===== config.mk =====
export PLATFORM = sky130hd
export DESIGN_NAME = npc_ctrl
export DESIGN_NICKNAME = d
export VERILOG_FILES = /design/src/rtl/npc_pkg.sv /design/src/rtl/npc_target_gen.sv /design/src/rtl/npc_ctrl.sv
export SDC_FILE = /design/constraint.sdc
export NUM_CORES = 1
export LEC_CHECK = 0
export CORE_MARGIN = 5
export CORE_UTILIZATION = 55
export DETAILED_ROUTE_END_ITERATION = 10
export PLACE_DENSITY = 0.87
export SLEW_MARGIN = 20
export SYNTH_ARGS = -nofsm -noshare
export SYNTH_HDL_FRONTEND = slang
export SYNTH_HIERARCHICAL = 1
export SYNTH_SLANG_ARGS = --single-unit

===== constraint.sdc =====
create_clock -name clk -period 7.79 [get_ports clk]
set_input_delay 1.1685 -clock clk [delete_from_list [all_inputs] [get_ports clk]]
set_output_delay 1.1685 -clock clk [all_outputs]
set_load 0.05 [all_outputs]

===== src/rtl/npc_pkg.sv =====
// Shared definitions for the next-PC controller.
//   redir_kind_e     : kind of redirect held in the pending register
//   BOOT/RUN/HOLD    : controller FSM state encodings
//   RESET_PC_DEFAULT : default first fetch address after reset
package npc_pkg;

  typedef enum logic [1:0] {
    RK_NONE,
    RK_JAL,
    RK_EX,
    RK_TRAP
  } redir_kind_e;

  localparam logic [1:0] BOOT = 2'd0;
  localparam logic [1:0] RUN  = 2'd1;
  localparam logic [1:0] HOLD = 2'd2;

  localparam logic [31:0] RESET_PC_DEFAULT = 32'h0000_0000;

endpackage


===== src/rtl/npc_target_gen.sv =====
// Combinational target generation and redirect arbitration.
// Inputs : current pc, EX branch/JALR operands, ID JAL operands, trap request/vector.
// Outputs: seq_pc_o (pc+4), kind_o / target_o (winning redirect, RK_NONE if none),
//          misalign_o (winning branch/JAL/JALR target has bit 1 set; traps never flagged).
module npc_target_gen
  import npc_pkg::*;
(
  input  logic [31:0]  pc_i,
  input  logic         br_req_i,
  input  logic         br_taken_i,
  input  logic         jalr_req_i,
  input  logic [31:0]  ex_pc_i,
  input  logic [31:0]  ex_imm_i,
  input  logic [31:0]  rs1_val_i,
  input  logic         jal_req_i,
  input  logic [31:0]  id_pc_i,
  input  logic [31:0]  id_imm_i,
  input  logic         trap_req_i,
  input  logic [31:0]  trap_vec_i,
  output logic [31:0]  seq_pc_o,
  output redir_kind_e  kind_o,
  output logic [31:0]  target_o,
  output logic         misalign_o
);

  logic [31:0] br_tgt;
  logic [31:0] jal_tgt;
  logic [31:0] jalr_tgt;

  // B/J immediates arrive as offset>>1; wrap-around addition is intended.
  assign br_tgt   = ex_pc_i + (ex_imm_i << 1);
  assign jal_tgt  = id_pc_i + (id_imm_i << 1);
  assign jalr_tgt = (rs1_val_i + ex_imm_i) & 32'hFFFF_FFFE;
  assign seq_pc_o = pc_i + 32'd4;

  always_comb begin
    kind_o   = RK_NONE;
    target_o = seq_pc_o;
    if (trap_req_i) begin
      kind_o   = RK_TRAP;
      target_o = trap_vec_i;
    end else if (br_req_i) begin
      // An asserted br_req masks jalr_req even when the branch is not taken.
      if (br_taken_i) begin
        kind_o   = RK_EX;
        target_o = br_tgt;
      end else if (jal_req_i) begin
        kind_o   = RK_JAL;
        target_o = jal_tgt;
      end
    end else if (jalr_req_i) begin
      kind_o   = RK_EX;
      target_o = jalr_tgt;
    end else if (jal_req_i) begin
      kind_o   = RK_JAL;
      target_o = jal_tgt;
    end
  end

  assign misalign_o = ((kind_o == RK_EX) || (kind_o == RK_JAL)) && target_o[1];

endmodule


===== src/rtl/npc_ctrl.sv =====
// Next-PC controller for the RV32I fetch stage.
// Inputs : clk, rst_n, if_ready, stall, EX redirects (br_req/br_taken/jalr_req with
//          ex_pc/ex_imm/rs1_val), ID JAL (jal_req/id_pc/id_imm), trap_req/trap_vec.
// Outputs: pc/pc_valid to fetch, registered flush_id/flush_ex pulses,
//          misalign pulse with misalign_addr.
module npc_ctrl
  import npc_pkg::*;
#(
  parameter logic [31:0] RESET_PC = RESET_PC_DEFAULT,
  parameter int unsigned XLEN     = 32
) (
  input  logic            clk,
  input  logic            rst_n,
  input  logic            if_ready,
  input  logic            stall,
  input  logic            br_req,
  input  logic            br_taken,
  input  logic            jalr_req,
  input  logic [XLEN-1:0] ex_pc,
  input  logic [XLEN-1:0] ex_imm,
  input  logic [XLEN-1:0] rs1_val,
  input  logic            jal_req,
  input  logic [XLEN-1:0] id_pc,
  input  logic [XLEN-1:0] id_imm,
  input  logic            trap_req,
  input  logic [XLEN-1:0] trap_vec,
  output logic [XLEN-1:0] pc,
  output logic            pc_valid,
  output logic            flush_id,
  output logic            flush_ex,
  output logic            misalign,
  output logic [XLEN-1:0] misalign_addr
);

  logic [1:0]  state_q, state_d;
  logic [31:0] pc_q, pc_d;
  logic        pc_valid_q, pc_valid_d;
  logic        flush_id_q, flush_id_d;
  logic        flush_ex_q, flush_ex_d;
  logic        misalign_q, misalign_d;
  logic [31:0] misalign_addr_q, misalign_addr_d;
  redir_kind_e pend_kind_q, pend_kind_d;
  logic [31:0] pend_tgt_q, pend_tgt_d;

  logic [31:0] seq_pc;
  redir_kind_e sel_kind;
  logic [31:0] sel_target;
  logic        sel_misalign;

  npc_target_gen u_target_gen (
    .pc_i       (pc_q),
    .br_req_i   (br_req),
    .br_taken_i (br_taken),
    .jalr_req_i (jalr_req),
    .ex_pc_i    (ex_pc),
    .ex_imm_i   (ex_imm),
    .rs1_val_i  (rs1_val),
    .jal_req_i  (jal_req),
    .id_pc_i    (id_pc),
    .id_imm_i   (id_imm),
    .trap_req_i (trap_req),
    .trap_vec_i (trap_vec),
    .seq_pc_o   (seq_pc),
    .kind_o     (sel_kind),
    .target_o   (sel_target),
    .misalign_o (sel_misalign)
  );

  always_comb begin
    state_d         = state_q;
    pc_d            = pc_q;
    pc_valid_d      = pc_valid_q;
    flush_id_d      = 1'b0;
    flush_ex_d      = 1'b0;
    misalign_d      = 1'b0;
    misalign_addr_d = misalign_addr_q;
    pend_kind_d     = pend_kind_q;
    pend_tgt_d      = pend_tgt_q;

    case (state_q)
      BOOT: begin
        pc_valid_d = 1'b1;
        state_d    = RUN;
      end
      RUN: begin
        if (sel_misalign) begin
          misalign_d      = 1'b1;
          misalign_addr_d = sel_target;
        end else if (sel_kind != RK_NONE) begin
          if (if_ready) begin
            pc_d       = sel_target;
            flush_id_d = 1'b1;
            flush_ex_d = (sel_kind != RK_JAL);
          end else begin
            pend_kind_d = sel_kind;
            pend_tgt_d  = sel_target;
            state_d     = HOLD;
          end
        end else if (if_ready && !stall) begin
          pc_d = seq_pc;
        end
      end
      HOLD: begin
        // Only a trap may replace the held redirect; it is taken at once if fetch is ready.
        if (sel_kind == RK_TRAP) begin
          pend_kind_d = RK_TRAP;
          pend_tgt_d  = sel_target;
        end
        if (if_ready) begin
          pc_d        = pend_tgt_d;
          flush_id_d  = 1'b1;
          flush_ex_d  = (pend_kind_d != RK_JAL);
          pend_kind_d = RK_NONE;
          state_d     = RUN;
        end
      end
      default: state_d = BOOT;
    endcase
  end

  always_ff @(posedge clk or negedge rst_n) begin
    if (!rst_n) begin
      state_q         <= BOOT;
      pc_q            <= RESET_PC;
      pc_valid_q      <= 1'b0;
      flush_id_q      <= 1'b0;
      flush_ex_q      <= 1'b0;
      misalign_q      <= 1'b0;
      misalign_addr_q <= 32'h0;
      pend_kind_q     <= RK_NONE;
      pend_tgt_q      <= 32'h0;
    end else begin
      state_q         <= state_d;
      pc_q            <= pc_d;
      pc_valid_q      <= pc_valid_d;
      flush_id_q      <= flush_id_d;
      flush_ex_q      <= flush_ex_d;
      misalign_q      <= misalign_d;
      misalign_addr_q <= misalign_addr_d;
      pend_kind_q     <= pend_kind_d;
      pend_tgt_q      <= pend_tgt_d;
    end
  end

  assign pc            = pc_q;
  assign pc_valid      = pc_valid_q;
  assign flush_id      = flush_id_q;
  assign flush_ex      = flush_ex_q;
  assign misalign      = misalign_q;
  assign misalign_addr = misalign_addr_q;

endmodule


== Word level (Yosys, flattened, before mapping) ==
Index checks and enable logic that the tools add are counted.

* Output and inout bits: 68
* Input bits: 201
* Logic and storage cells: 81
* Register bits: 104

* Equality and inequality tests: 13
* Muxes and demuxes: 44
* Add/subtract/negate cells: 4
* Reduce and logical (&&, ||, !) cells: 11

{| class="wikitable"
|+ Operators by type and width
! kind !! number
|-
| 32-bit 2-to-1 mux || 14
|-
| 32-bit case mux with 2 select lines || 2
|-
| 32-bit adder || 3
|-
| 32-bit by 3-bit adder with 32-bit output (second input constant) || 1
|-
| 2-bit 2-to-1 mux || 14
|-
| 1-bit 2-to-1 mux || 10
|-
| 2-bit inequality test (second input constant) || 4
|-
| 4-bit AND reduction || 2
|-
| 2-bit == test (second input constant) || 3
|-
| 3-bit inequality test (second input constant) || 2
|-
| 2-bit case mux with 3 select lines || 1
|-
| 5-bit AND reduction || 1
|-
| 2-bit by 1-bit == test with 1-bit output (second input constant) || 2
|-
| 2-bit by 1-bit inequality test with 1-bit output (second input constant) || 2
|-
| 1-bit case mux with 2 select lines || 2
|-
| 2-bit case mux with 2 select lines || 1
|-
| 2-bit nonzero test || 2
|-
| 1-bit logical AND || 2
|-
| 2-bit logical NOT || 1
|-
| 2-bit AND reduction || 1
|-
| 1-bit logical NOT || 1
|-
| 1-bit logical OR || 1
|}

== Longest topological paths before layout ==
* Depth in word-level cells: 10
* Depth in mapped cells: 15
* Mapped depth without buffers: 15

== Cells and area by module ==
The synthesis kept the hierarchy.

{| class="wikitable"
|+ Modules (own cells, without submodules)
! module !! cells an instance !! times used !! area an instance (sq um) !! seq. area each (sq um)
|-
| npc_target_gen || 949 || 1 || 6354.8 || 0.0
|-
| npc_ctrl || 369 || 1 || 4778.3 || 2602.5
|}

== Worst setup path after synthesis ==
OpenSTA, ideal clock, no wires.

* Path kind: input to register
* Start point: input port ex_pc[1]
* End point: register pc_q[21] (netlist: pc[21])
* Slack: 3.869 ns
* Data required time: 7.695 ns
* Setup time: 0.095 ns
* Arrival time: 3.825 ns
* Path buffers: 0
* Cell stages on the path: 15
* Path through: ha_1 > inv_1 > fa_1 > nor2b_1 > o31ai_2 > a21oi_1 > or4_1 > and2_1 > a21o_1 > a21oi_2 > xnor2_1 > o22ai_1 > o41ai_1 > nor2_1 > o31ai_1

* Cells in the longest elaborated chain, start to end: 8
* Elaborated cells between the ends (all ways): 13
* Those cells by class: add/sub: 1; eq/ne: 1; mux: 9; reduce/logical: 2

{| class="wikitable"
|+ Ends and longest elaborated chain
! element !! RTL line !! text
|-
| start: declaration || npc_ctrl.sv:19 || <nowiki>input logic [XLEN-1:0] ex_pc,</nowiki>
|-
| 32-bit adder (*) || npc_target_gen.sv:31 || <nowiki>assign br_tgt = ex_pc_i + (ex_imm_i << 1);</nowiki>
|-
| 32-bit 2-to-1 mux (*) || npc_target_gen.sv:44 || <nowiki>if (br_taken_i) begin</nowiki>
|-
| 32-bit 2-to-1 mux (*) || npc_target_gen.sv:42 || <nowiki>end else if (br_req_i) begin</nowiki>
|-
| 32-bit 2-to-1 mux (*) || npc_target_gen.sv:39 || <nowiki>if (trap_req_i) begin</nowiki>
|-
| named net sel_target[21] || npc_ctrl.sv:47 || <nowiki>logic [31:0] sel_target;</nowiki>
|-
| 32-bit 2-to-1 mux || npc_ctrl.sv:90 || <nowiki>if (if_ready) begin</nowiki>
|-
| 32-bit 2-to-1 mux || npc_ctrl.sv:89 || <nowiki>end else if (sel_kind != RK_NONE) begin</nowiki>
|-
| 32-bit 2-to-1 mux || npc_ctrl.sv:86 || <nowiki>if (sel_misalign) begin</nowiki>
|-
| 32-bit case mux with 2 select lines (*) || npc_ctrl.sv:80 || <nowiki>case (state_q)</nowiki>
|-
| end signal: assignment || npc_ctrl.sv:134 || <nowiki>pc_q <= pc_d;</nowiki>
|-
| end: declaration || npc_ctrl.sv:36 || <nowiki>logic [31:0] pc_q, pc_d;</nowiki>
|}

Mark *: on every way through the listed nets, which the timed path passes. The rest lies on a longest branch. The select of a mux whose other input is x is not followed.
A chain may end at the register's enable or synchronous reset.

== Final worst setup path ==
* Start point: input port br_req
* End point: register pc_q[15] (netlist: pc[15])

* Cells in the longest elaborated chain, start to end: 7
* Elaborated cells between the ends (all ways): 20
* Those cells by class: eq/ne: 6; mux: 10; reduce/logical: 4

{| class="wikitable"
|+ Ends and longest elaborated chain
! element !! RTL line !! text
|-
| start: declaration || npc_ctrl.sv:16 || <nowiki>input logic br_req,</nowiki>
|-
| 2-bit 2-to-1 mux || npc_target_gen.sv:42 ||
|-
| 2-bit 2-to-1 mux || npc_target_gen.sv:39 ||
|-
| 2-bit == test / 2-bit by 1-bit == test with 1-bit output (equally long branches) || npc_target_gen.sv:60 || <nowiki>assign misalign_o = ((kind_o == RK_EX) || (kind_o == RK_JAL)) && target_o[1];</nowiki>
|-
| 1-bit logical OR || npc_target_gen.sv:60 ||
|-
| 1-bit logical AND (*) || npc_target_gen.sv:60 ||
|-
| named net sel_misalign || npc_ctrl.sv:48 || <nowiki>logic sel_misalign;</nowiki>
|-
| 2-bit inequality test (no line) (*) || - ||
|-
| 5-bit AND reduction (no line) (*) || - ||
|}

Marks and branches as above.

==> flow_summary.ini <==
[setup_path]
cp-start-kind = primary input
path_max_fanout = 45
cp_top_family = simple AND/OR/NAND/NOR gates
worst_path_max_delay_cell = a311o_2
critical_path.cell_chain = clkdlybuf4s50_1, or2b_2, o22ai_1, nor3_1, nand2_4, inv_2, a311o_2, buf_4, nand2_1, o31ai_2
path_buf_inv = 3
required_ns = 8.03
slowest_delay_ns = 0.85
worstSetupPathType = primary input to register
end_kind = register
critPathArrivalTime_ns = 5.41

[timing]
worst_slew_pin_slew_ns = 1.13
period_needed_ns = 5.17
slew_headroom_pct = 25.0
drv_slew = 0
setup_viol = 0
fin_setup_tns_ns = 0
fmax_mhz = 193
rsz0062_at_grt = false
fin_worst_skew_ns = 0.00435
fin_crit_sh_pct = 66.4
finalHoldViolations = 0

[placement]
io_buffers = 267
place_inst = 1800
gp_congestion = 0.978
dp_hpwl_mm = 30.7

[detailed_routing]
drt_iter0_drc = 1177
wire_per_inst_um = 21.4
ant_nets = 0
drt_wl_total_mm = 38.8
vias = 11500
avgViaCountPerCell = 6.34
route.detailed.drc = 0
first_pass_iters = 5

[yosys]
synth-edff-count = 0
synthDistinctLibCells = 84
synthFlopType = dfrtp_1
synth-async-reset-ratio_pct = 100
syn_area_um2 = 11100
yosysWarningCount = 6
syn-num-nets = 1617
synth_area_per_cell_um2 = 8.45
synth-seq-cells = 104
yosysSeqAreaShare_pct = 23.4
synthCells = 1318

[final_layout]
syn2layout_area_growth_pct = 27.0
layout_common_cells = 265 x clkdlybuf4s50_1, 132 x nor2_1, 130 x nand2_1
final_common_cell = clkdlybuf4s50_1
drive_above_1_share_pct = 9.84
nNetsFinal = 1840
stdcell_count = 1816

[floorplanning]
start_util_pct = 55.4
core_area_um2 = 20100
placementRows = 52
pin_count = 269
fp.dieH_um = 152
die_w_um = 152
die_area_um2 = 23200

[clocking]
clockBufferDepth = 2
cts_sinks = 104
postCtsHoldBufs = 0
htree_levels = 3
post-cts-setup-buffers = 0
clk_pin_slew_ns = 0.07
clkLatencyLatePin_ns = 0.35
cts_resized = 0
clockRootBuffer = clkbuf_16
cts_tree = yes
cts_buffers = 9

[grt]
grtUsageTotal_pct = 31.7
grt_pass1_vias = 11000
grt_max_degree = 71
grt_antenna_before_repair = 1
grt_remaining_overflow = 0
grt_pass1_wl_mm = 60.0

[run_status]
status = finished clean

[worst_hold_path]
hold_path_class = register to register

[pwr]
irDropWorstVdd_v = 0.000194
powerDensity_nw_per_um2 = 288
p_leak_uw = 0.00598
total_power_uw = 4060

[job]
cap_violations = 0
registers in the layout (all words and copies together) (netlist names):
name	cells
misalign_addr	32
pc	32
pend_tgt_q	32
pend_kind_q	2
state_q	2
flush_ex	1
flush_id	1
misalign	1
pc_valid	1
area by class of cell:
cell class | instances | area (um^2)
Antenna cell | 1 | 2.50
Clock buffer | 10 | 229
Clock inverter | 5 | 57.6
Fill cell | 1551 | 5970
Inverter | 31 | 116
Multi-Input combinational cell | 1116 | 8040
Sequential cell | 104 | 2600
Tap cell | 270 | 338
Timing Repair Buffer | 279 | 2760
cells in the mapped netlist, drive strengths merged (36+ instances only):
| cell | count | share of area (%) |
|---|---|---|
| o21ai | 64 | 2.9 |
| o31ai | 53 | 5.1 |
| clkbuf | 47 | 1.7 |
| xor2 | 36 | 2.8 |
| dfrtp | 104 | 23 |
| a21o | 43 | 2.9 |
| ha | 95 | 11 |
| nor2 | 133 | 4.6 |
| o22ai | 47 | 2.6 |
| xnor2 | 62 | 4.9 |
| mux2 | 67 | 7.8 |
| nand2 | 134 | 4.7 |
| a21oi | 93 | 4.2 |
worst paths after layout:
| check | from | to | slack, ns | cells past startpoint |
|---|---|---|---|---|
| worst max-delay path | br_req | pc[15]$_DFFE_PN0P_ | 2.62 | 10 |
| worst min-delay path | pc_valid$_DFFE_PN0P_ | pc_valid$_DFFE_PN0P_ | 0.49 | 1 |
| worst max register to register | pc[2]$_DFFE_PN0P_ | pc[23]$_DFFE_PN0P_ | 4.14 | 9 |
| worst min register to register | pc_valid$_DFFE_PN0P_ | pc_valid$_DFFE_PN0P_ | 0.49 | 1 |
| max in group asynchronous | rst_n | misalign_addr[24]$_DFFE_PN0P_ | 5.80 | 2 |
| min in group asynchronous | rst_n | misalign_addr[2]$_DFFE_PN0P_ | 0.76 | 1 |
per-layer routing:
| layer | vias to the layer above | global-route usage, % | wire [um] |
|---|---|---|---|
| met5 | - | 0 | 0 |
| met4 | 0 | 7.79 | 880 |
| met3 | 66 | 5.31 | 3900 |
| met2 | 620 | 51.2 | 17800 |
| met1 | 5495 | 44.4 | 16200 |
| li1 | 5341 | - | - |
cell families (layout without fill, tap and decap cells):
group / after synthesis / in the layout / synth area share (%)
AO/OA/AOI/OAI: 436 / 436 / 27.9
XOR/XNOR: 98 / 98 / 7.71
adder cells (fa/ha/maj): 98 / 98 / 11.2
buffers and inverters: 98 / 325 / 4.47
flip-flops: 104 / 104 / 23.4
multiplexers: 73 / 73 / 8.33
other: 0 / 1 / 0
AND/OR/NAND/NOR: 411 / 411 / 17.0
per-stage QoR:
| step | instance area [um^2] | worst slack [ns] | hold WS, ns | util (%) |
|---|---|---|---|---|
| after floorplan | 11100 | 3.87 | 0.481 | - |
| after global placement | 13800 | 2.45 | 0.454 | 68.9 |
| after detailed placement | 13800 | 2.37 | 0.465 | 68.9 |
| after CTS | 14100 | 2.69 | 0.493 | 70.3 |
| after global routing | 14100 | 2.27 | 0.511 | 70.3 |
| final | 14100 | 2.62 | 0.487 | 70.3 |
power by group:
part	total, uW	leakage [uW]	internal, uW	switching [uW]
clock	448	0.000143	248	200
combinational	2570	0.00457	1060	1510
sequential	1050	0.00127	803	247
total	4060	0.00598	2110	1960
(Power assumes the default switching activity.)
